$ cat config.mk
export PLATFORM = sky130hd
export DESIGN_NAME = otter_mem_arbiter
export DESIGN_NICKNAME = d
export VERILOG_FILES = /design/src/rtl/otter_mem_pkg.sv /design/src/rtl/otter_arb_pick.sv /design/src/rtl/otter_mem_arbiter.sv
export SDC_FILE = /design/constraint.sdc
export NUM_CORES = 1
export LEC_CHECK = 0
export ABC_CLOCK_PERIOD_IN_PS = 3600
export BUFFER_PORTS_ARGS = -buffer_cell sky130_fd_sc_hd__buf_4
export CORE_AREA = 2 2 142 144
export DETAILED_ROUTE_END_ITERATION = 6
export DIE_AREA = 0 0 144 146
export PLACE_DENSITY = 0.54
export SETUP_SLACK_MARGIN = 0.2
export SLEW_MARGIN = 20
export SYNTH_ARGS = -nofsm -noshare
export SYNTH_HDL_FRONTEND = slang
export SYNTH_SLANG_ARGS = --single-unit
$ cat constraint.sdc
create_clock -name CLK -period 3.6 [get_ports CLK]
set_input_delay 0.36 -clock CLK [delete_from_list [all_inputs] [get_ports CLK]]
set_output_delay 0.36 -clock CLK [all_outputs]
set_load 0.05 [all_outputs]
$ cat src/rtl/otter_mem_pkg.sv
// Shared types and constants for the OTTER memory arbiter.
package otter_mem_pkg;

  typedef enum logic [1:0] {IDLE, ACCESS, RESP} arb_state_t;
  typedef enum logic {PORT_F, PORT_D} port_t;

  localparam logic [31:0] IO_BASE_DEFAULT = 32'h1100_0000;

endpackage

$ cat src/rtl/otter_arb_pick.sv
// Combinational winner select between fetch and data requesters.
// OTTER_ARB_RR_EN selects round-robin on collisions; otherwise D always wins.
module otter_arb_pick (
  input  logic f_req,
  input  logic d_req,
  input  logic last_gnt_d,
  output logic grant_d
);

`ifdef OTTER_ARB_RR_EN
  // On a collision the port that did not go last is served.
  assign grant_d = d_req & (~f_req | ~last_gnt_d);
`else
  logic unused_last_gnt;
  assign unused_last_gnt = last_gnt_d;
  assign grant_d         = d_req;
`endif

endmodule

$ cat src/rtl/otter_mem_arbiter.sv
// Shares the single-port memory between fetch (F) and data (D) requesters and
// steers D accesses at or above IO_BASE onto the IOBUS. Option: OTTER_ARB_RR_EN.
module otter_mem_arbiter
  import otter_mem_pkg::*;
#(
  parameter logic [31:0] IO_BASE = IO_BASE_DEFAULT
) (
  input  logic        CLK,
  input  logic        RST,
  input  logic        F_REQ,
  input  logic [31:0] F_ADDR,
  output logic        F_ACK,
  output logic [31:0] F_DATA,
  input  logic        D_REQ,
  input  logic        D_WE,
  input  logic [31:0] D_ADDR,
  input  logic [31:0] D_WDATA,
  input  logic [3:0]  D_BE,
  output logic        D_ACK,
  output logic [31:0] D_RDATA,
  output logic [31:0] MEM_ADDR,
  output logic [31:0] MEM_WDATA,
  output logic        MEM_RD,
  output logic        MEM_WE,
  output logic [3:0]  MEM_BE,
  input  logic [31:0] MEM_RDATA,
  input  logic [31:0] IOBUS_IN,
  output logic [31:0] IOBUS_OUT,
  output logic [31:0] IOBUS_ADDR,
  output logic        IOBUS_WR
);

  arb_state_t  state, state_nxt;
  port_t       gnt, last_gnt;
  logic        is_io;
  logic [31:0] io_rdata;
  logic        last_d, pick_d;

  assign last_d = (last_gnt == PORT_D);

  otter_arb_pick u_pick (
    .f_req      (F_REQ),
    .d_req      (D_REQ),
    .last_gnt_d (last_d),
    .grant_d    (pick_d)
  );

  always_ff @(posedge CLK) begin
    if (RST) begin
      state    <= IDLE;
      gnt      <= PORT_F;
      last_gnt <= PORT_F;
      is_io    <= 1'b0;
    end else begin
      state <= state_nxt;
      if (state == IDLE && (F_REQ || D_REQ)) begin
        gnt   <= pick_d ? PORT_D : PORT_F;
        is_io <= pick_d && (D_ADDR >= IO_BASE);
      end
      if (state == RESP) last_gnt <= gnt;
    end
  end

  // IOBUS_IN is only meaningful while the address is driven in ACCESS.
  always_ff @(posedge CLK) begin
    if (state == ACCESS && is_io) io_rdata <= IOBUS_IN;
  end

  always_comb begin
    state_nxt  = state;
    F_ACK      = 1'b0;
    F_DATA     = '0;
    D_ACK      = 1'b0;
    D_RDATA    = '0;
    MEM_ADDR   = '0;
    MEM_WDATA  = '0;
    MEM_RD     = 1'b0;
    MEM_WE     = 1'b0;
    MEM_BE     = '0;
    IOBUS_OUT  = '0;
    IOBUS_ADDR = '0;
    IOBUS_WR   = 1'b0;
    unique case (state)
      IDLE: begin
        if (F_REQ || D_REQ) state_nxt = ACCESS;
      end
      ACCESS: begin
        state_nxt = RESP;
        if (gnt == PORT_F) begin
          MEM_ADDR = F_ADDR;
          MEM_RD   = 1'b1;
        end else if (is_io) begin
          IOBUS_ADDR = D_ADDR;
          IOBUS_WR   = D_WE;
          IOBUS_OUT  = D_WDATA;
        end else begin
          MEM_ADDR  = D_ADDR;
          MEM_RD    = ~D_WE;
          MEM_WE    = D_WE;
          MEM_BE    = D_BE;
          MEM_WDATA = D_WDATA;
        end
      end
      RESP: begin
        state_nxt = IDLE;
        if (gnt == PORT_F) begin
          F_ACK  = 1'b1;
          F_DATA = MEM_RDATA;
        end else begin
          D_ACK = 1'b1;
          if (!D_WE) D_RDATA = is_io ? io_rdata : MEM_RDATA;
        end
      end
      default: state_nxt = IDLE;
    endcase
  end

  // A granted requester must hold its request until its ACK cycle.
  a_f_hold: assert property (@(posedge CLK) disable iff (RST)
    (state != IDLE && gnt == PORT_F) |-> F_REQ);
  a_d_hold: assert property (@(posedge CLK) disable iff (RST)
    (state != IDLE && gnt == PORT_D) |-> D_REQ);

endmodule

# == Yosys cells after proc, flatten, opt, wreduce, memory -nomap -nowiden ==
# Index checks and enable logic that the tools add are counted.
# totals
output_inout_bits,201
memories,0
register_bits,36
in_bits,169
mem_bits_rw,0
word_cells,51
latch_bits,0
rom_bits,0
# op_classes
n_mul,0
add_sub_neg,0
n_bitwise,1
shift,0
magnitude_cmp,1
n_eq_ne,3
reduce_logical,5
n_mux,37
div,0
# op_table
op,n
two-way mux 32 bit,18
greater-or-equal comparator 32 x 29 -> 1 bit (second input constant),1
two-way mux 1 bit,14
two-way mux 4 bit,3
one-hot mux 2 bit (2 select lines),1
logical AND 1 bit,3
equality test 2 x 1 -> 1 bit (second input constant),1
equality test 2 bit (second input constant),1
logical NOT 2 bit,1
two-way mux 2 bit,1
!= test 2 x 1 -> 1 bit (second input constant),1
logical OR 1 bit,1
NOT 1 bit,1

# == Logic depth before layout (Yosys ltp) ==
# Gate-level depths: netlist of the first run.
# logic_depth
word_depth,4
mapped_depth,6
ltp_nobuf,3

# == By module ==
# From an unflattened synthesis of the first run, not the netlist that was laid out.
# unflattened
hier_cells,330
area_unflattened_um2,3004.1
# by_module_without_submodules
mod,cells_each,area_each_um2,instances,seq_area_each_um2
otter_mem_arbiter,329,2996.6,1,1061.0
otter_arb_pick,1,7.5,1,0.0

# == Least setup slack after synthesis of the first run ==
# No wires, ideal clock.
# synth_path
kind,register to output
from,reg is_io
to,out IOBUS_OUT[22]
path_stages_with_launch,6
arrival_time_ns,2.327
path_buffers,2
slack_ns,0.913
required_ns,3.240
cell_sequence,dfxtp_1 -> buf_2 -> inv_1 -> nor2_1 -> clkbuf_1 -> and3_1
# synth_between
elab_chain_cells,3
# synth_lines
element,line_no,rtl
from (decl),otter_mem_arbiter.sv:35,logic is_io;
from (signal assigned),otter_mem_arbiter.sv:58,is_io <= pick_d && (D_ADDR >= IO_BASE);
two-way mux 32 bit,otter_mem_arbiter.sv:92,end else if (is_io) begin
two-way mux 32 bit,otter_mem_arbiter.sv:89,if (gnt == PORT_F) begin
two-way mux 32 bit,otter_mem_arbiter.sv:83,unique case (state)
to (decl),otter_mem_arbiter.sv:28,"output logic [31:0] IOBUS_OUT,"
# Every way passes these cells.

# == Final worst setup path of the first run ==
# layout_path
from,reg gnt
to,out D_RDATA[14]
# layout_between
elab_chain_cells,2
# layout_lines
element,line_no,rtl
from (decl),otter_mem_arbiter.sv:34,"port_t gnt, last_gnt;"
from (signal assigned),otter_mem_arbiter.sv:57,gnt <= pick_d ? PORT_D : PORT_F;
two-way mux 32 bit,otter_mem_arbiter.sv:106,if (gnt == PORT_F) begin
two-way mux 32 bit,otter_mem_arbiter.sv:83,
to (decl),otter_mem_arbiter.sv:20,"output logic [31:0] D_RDATA,"
# Every way passes these cells.

==> impl_metrics.tcl, run 1 <==
set metrics [dict create \
    cts_buffers 5 \
    status "finished, final reports clean" \
    grt_overflow 0 \
    cts_root_buf "clkbuf_16" \
    clk_pin_slew_ns 0.06 \
    n_antenna_cell 0 \
    tns_ns 0 \
    r2r_start "state[1]" \
    clkLatencyLatePin_ns 0.28 \
    rows 51 \
    layout.cells.most_common "buf_4" \
    period_needed_ns 2.48 \
    ys_seq_elements 36 \
    setup_ws_ns 1.12 \
    grt_use_total 0.127 \
    die-height_um 146 \
    drc 0 \
    netlist_area_um2 2930 \
    hold_start "IOBUS_IN[14]" \
    required_ns 3.24 \
    start_util 0.151 \
    synth-main-ff-cell "edfxtp_1" \
    final_cell_mix "buf_4 (375), and2_1 (69), and3_1 (64), nor2_1 (35)" \
    hold_class "in2reg" \
    detail_route.iter0.violations 150 \
    drv_slew 0 \
    crit_start "gnt" \
    nets 839 \
    die_area_um2 21000 \
    cts_hold_buf 0 \
    dp_slack_ns 1.40 \
    vias_per_cell 4.02 \
    io_buffers 369 \
    leakagePower_nw 3.24 \
    h-tree-depth 2 \
    cts_setup_buffers 0 \
    ir_drop_uv 133 \
    worstPathMaxFanout 51 \
    yosysWarnings 0 \
    dp_hpwl_um 11900 \
    ys_seq_area_frac 0.356 \
    cts.sink_count 36 \
    worst_setup_path_end_kind "output pin" \
    worst_ep_arrival_time_ns 2.12 \
    tightest_slew_ns 0.636 \
    wl_per_cell_um 15.8 \
    critPathLaunchType "flip-flop" \
    fp.dieW_um 144 \
    num_io_pins 370 \
    fin_worst_skew_ns 0.0108 \
    syn2layout_area_growth_pct 108 \
    netlist_instances 321 \
    vias 3766 \
    syn_nets 490 \
    fin_crit_sh 0.690 \
    grt_setup_unrepaired "false" \
    dr.pass1.iters 4 \
    cts_buffer_depth 2 \
    antenna_found_initial 0 \
    cts_tree "built" \
    powerDensity_nw_per_um2 249 \
    grt_pass1_wl_um 20800 \
    final_hold_viol_count 0 \
    setup_viol 0 \
    syn_area_per_cell_um2 9.11 \
    synth_edf_count 32 \
    wl_um 14800 \
    core_area_um2 19300 \
    async_flop_share 0 \
    slew_headroom 0.576 \
    postCtsResizedCells 0 \
    setup.worst_path.class "reg2out" \
    drive_above_1_share 0.587 \
    fmax_mhz 403 \
    postRouteAntennaNets 0 \
    n_fill_cell 2083 \
    grt_pass1_vias 3522 \
    grt_max_degree 87 \
    ys_types 28 \
    max-cap-violations 0 \
    globalplace.congestion 0.896 \
]
## cells in the mapped netlist, types with 2 or more instances
master,instances,share of area
mux2i_1,32,0.11
o21a_1,2,0.0051
and2_1,69,0.15
nor2_1,37,0.047
dfxtp_1,4,0.027
buf_2,8,0.014
clkbuf_1,18,0.023
clkbuf_2,6,0.010
edfxtp_1,32,0.33
and3_1,64,0.14
a22o_1,31,0.093
nand2b_1,2,0.0043
## power by group
part           switching [mW]  leakage (nW)  total [mW]  internal (mW)
Clock                   0.162        0.0681       0.420          0.258
Sequential             0.0107         0.323       0.481          0.470
Combinational           0.361          2.84       0.617          0.256
## final timing paths
check             slack [ns]            to  cells past startpoint
setup / recovery        1.12   D_RDATA[14]                      6
hold / removal          0.25  io_rdata[14]                      1
setup reg to reg        1.92  io_rdata[31]                      3
hold reg to reg         0.62      state[1]                      2
## flip-flops by register name, summed over array words and instances (netlist names)
signal,cells
state,2
io_rdata,32
gnt,1
is_io,1
## kinds of logic (layout without fill, tap and decap cells)
logic type      Yosys count  after routing  synth area share
compound gates           38             38             0.119
buf+inv                  35            385            0.0547
flops                    36             36             0.356
mux                      32             32             0.109
simple gates            180            180             0.361
## critical path, stage by stage, from the launching register on
cell	delay, ns
dfxtp_2	0.49
buf_4	0.43
and3b_1	0.24
nand2b_1	0.06
buf_4	0.23
nor2_1	0.16
buf_4	0.21
## per-stage QoR
step	util	total power, mW	cell area (µm²)	hold WS [ns]	cells
5_1_grt	0.315	1.58	6090	0.239	936
3_5_place_dp	0.308	1.11	5950	0.539	928
3_3_place_gp	0.308	1.11	5950	0.539	928
6_report	0.315	1.52	6090	0.250	936
4_1_cts	0.315	1.54	6090	0.240	936
2_1_floorplan	-	0.827	2930	0.429	321
## layer usage
| metal | up-vias | wire length [µm] | GRT usage |
|---|---|---|---|
| met5 | - | 0 | 0 |
| met4 | 0 | 235 | 0.0348 |
| met3 | 12 | 1320 | 0.0273 |
| met2 | 195 | 7670 | 0.238 |
| met1 | 1720 | 5590 | 0.144 |
| li1 | 1839 | - | - |
## cell type report
class | count | area [µm²] | share of cell area
Clock buffer | 7 | 133 | 0.0218
Sequential cell | 36 | 1040 | 0.171
Timing Repair Buffer | 376 | 2840 | 0.465
Tap cell | 265 | 332 | 0.0544
Inverter | 1 | 3.75 | 0.000616
Clock inverter | 1 | 8.76 | 0.00144
Multi-Input combinational cell | 250 | 1740 | 0.285
(Power assumes the default switching activity.)
==> run 2: changes to the inputs <==
--- a/config.mk
+++ b/config.mk
@@ -5,11 +5,12 @@
 export SDC_FILE = /design/constraint.sdc
 export NUM_CORES = 1
 export LEC_CHECK = 0
-export ABC_CLOCK_PERIOD_IN_PS = 3600
+export ABC_AREA = 1
+export ABC_CLOCK_PERIOD_IN_PS = 2450
 export BUFFER_PORTS_ARGS = -buffer_cell sky130_fd_sc_hd__buf_4
-export CORE_AREA = 2 2 142 144
+export CORE_AREA = 2 2 143 145
 export DETAILED_ROUTE_END_ITERATION = 6
-export DIE_AREA = 0 0 144 146
+export DIE_AREA = 0 0 145 147
 export PLACE_DENSITY = 0.54
 export SETUP_SLACK_MARGIN = 0.2
 export SLEW_MARGIN = 20
==> constraint.sdc (replaced) <==
create_clock -name CLK -period 2.45 [get_ports CLK]
set_input_delay 0.245 -clock CLK [delete_from_list [all_inputs] [get_ports CLK]]
set_output_delay 0.245 -clock CLK [all_outputs]
set_load 0.05 [all_outputs]
==> impl_metrics.tcl, run 2 <==
set metrics [dict create \
    synth_edf_count 32 \
    ys_seq_elements 36 \
    cts_root_buf "clkbuf_16" \
    cpMaxStageDelayCell "dfxtp_1" \
    detail_route.iter0.violations 125 \
    synthTopCellsByArea "edfxtp_1 (32%), nor2_1 (19%), nand2_1 (12%)" \
    wl_per_cell_um 14.4 \
    layout.cells.most_common "buf_4" \
    n_antenna_cell 0 \
    worst_setup_path_end_kind "output pin" \
    postRouteAntennaNets 0 \
    cts_tree "built" \
    async_flop_share 0 \
    p_sw_frac 0.368 \
    cts.sink_count 36 \
    cts_buffers 5 \
    hold_depth 1 \
    required_ns 2.20 \
    path_cells "inv_2, nor2_4, buf_8, nand3_2, buf_8, o21ai_0, buf_4" \
    clkLatencyLatePin_ns 0.28 \
    grt_max_degree 70 \
    r2r_cells 5 \
    drc 0 \
    globalplace.congestion 0.873 \
    status "finished, final reports clean" \
    drv_slew 0 \
    fp.dieW_um 145 \
    setup.worst_path.class "reg2out" \
    max-cap-violations 0 \
    critPathLaunchType "flip-flop" \
    regMostFlops "io_rdata" \
    final_hold_viol_count 0 \
    ir_drop_uv 229 \
    grt_overflow 0 \
    p_seq_frac 0.315 \
    vias 4436 \
    dp_hpwl_um 13000 \
    fin_worst_skew_ns 0.00697 \
    syn2layout_area_growth_pct 112 \
    yosysMostFrequentCell "nor2_1" \
    rows 52 \
    cts_buffer_depth 2 \
    synth-main-ff-cell "edfxtp_1" \
    worstPathMaxFanout 69 \
    powerDensity_nw_per_um2 349 \
    netlist_area_um2 2980 \
    yosysTopAreaCell "edfxtp_1" \
    setup_viol 0 \
    wl_um 16100 \
    die-height_um 147 \
    period_needed_ns 2.10 \
    io_buffers 369 \
    h-tree-depth 2 \
    internal_power_mw 1.39 \
    netSwitchingPower_mw 0.814 \
    nets 1020 \
    grt_use_total 0.143 \
    ys_seq_area_frac 0.349 \
    die_area_um2 21300 \
    yosysWarnings 0 \
    grt_pass1_wl_um 24400 \
    worst_ep_arrival_time_ns 1.86 \
    p_comb_frac 0.410 \
    hold_slack_ns 0.139 \
    fin_crit_sh 0.858 \
    core_area_um2 19800 \
    dr.pass1.iters 5 \
    netlist_instances 501 \
    start_util 0.150 \
    tightest_slew_ns 0.458 \
    grt_setup_unrepaired "true" \
    final_cell_mix "buf_4 (374), nor2_1 (133), nand2_1 (91), inv_1 (75)" \
    fmax_mhz 476 \
    total_power_mw 2.21 \
    largest_reg_flops 32 \
    ys_types 18 \
    antenna_found_initial 0 \
    drive_above_1_share 0.521 \
    grt_pass1_vias 4295 \
    clk_pin_slew_ns 0.06 \
    crit_path_max_incr_delay_ns 0.37 \
    clkPwrFrac 0.275 \
    hold_class "in2reg" \
    vias_per_cell 3.96 \
    syn_area_per_cell_um2 5.95 \
    ys_top_cells_by_count "nor2_1 (150), nand2_1 (93), inv_1 (77)" \
    crit_top_cell "buf_8" \
    slew_headroom 0.695 \
    syn_nets 670 \
    synth_top_area_frac 0.322 \
    reg_top3 "io_rdata: 32 flops, state: 2 flops" \
    num_io_pins 370 \
    leakagePower_nw 3.47 \
]
## run 2: changes by cell type in the layout (fill, tap and decap cells not counted), sizes merged, moves of 32 or more
cell,before,now
a21oi,1,34
a22o,32,0
and2,69,0
and3,65,0
inv,1,80
mux2i,32,0
nand2,1,93
nand3,0,33
nor2,37,153
o21ai,0,34
## run 2: cell families (layout without fill, tap and decap cells)
logic type      count (synthesis)  in the layout  share of synthesized area
buf+inv                       117            467                      0.166
simple gates                  280            280                      0.371
flops                          36             36                      0.349
compound gates                 68             68                      0.114
## run 2: power by group through the flow
stage / Clock [mW] / Combinational [mW] / Sequential [mW]
finish: 0.608 / 0.905 / 0.696
global route: 0.658 / 0.969 / 0.698
CTS: 0.630 / 0.910 / 0.695
detailed placement: 0 / 0.903 / 0.707
global placement: 0 / 0.901 / 0.707
floorplan: 0 / 0.496 / 0.704
## run 2: metal layers
| layer | GRT usage | share of wire |
|---|---|---|
| met3 | 0.0376 | 0.088 |
| met4 | 0.0327 | 0.013 |
| met1 | 0.172 | 0.40 |
| met5 | 0 | 0 |
| met2 | 0.257 | 0.50 |
## run 2: repair_timing
| action | 4_1_cts | 5_1_grt |
|---|---|---|
| gates cloned | 0 | 0 |
| hold buffers | 0 | 0 |
| endpoints found under the setup margin | 96 | 82 |
| buffers inserted | 1 | 0 |
| gates resized for setup | 4 | 13 |
## run 2: critical path, delay by kind of cell, from the launching register on
family                 cells  cell delay [ns]
AND/OR/NAND/NOR            2             0.22
flip-flops                 1             0.37
buffers and inverters      4             0.74
AO/OA/AOI/OAI              1             0.21
## run 2: layout make-up
type,count,area [µm²]
timing repair buffer,379,2890
sequential,36,1040
multi-input combinational,348,1610
tap,270,338
fill,2201,13500
clock inverter,2,12.5
clock buffer,5,125
inverter,81,308
## run 2: path summary, 6_finish.rpt
path           startpoint           end  slack (ns)
max              state[0]   MEM_ADDR[6]        0.35
min          IOBUS_IN[13]  io_rdata[13]        0.14
max reg2reg      state[0]  io_rdata[31]        0.96
min reg2reg      state[0]      state[1]        0.60
## run 2: through the flow
step	setup WS, ns	util	setup TNS (ns)	cells	area, µm²
finish	0.347	0.319	0	1121	6320
global route	0.175	0.319	0	1121	6320
CTS	0.202	0.317	0	1121	6300
detailed placement	0.280	0.310	0	1113	6140
global placement	0.326	0.310	0	1113	6140
floorplan	-0.0244	-	-1.26	501	3120
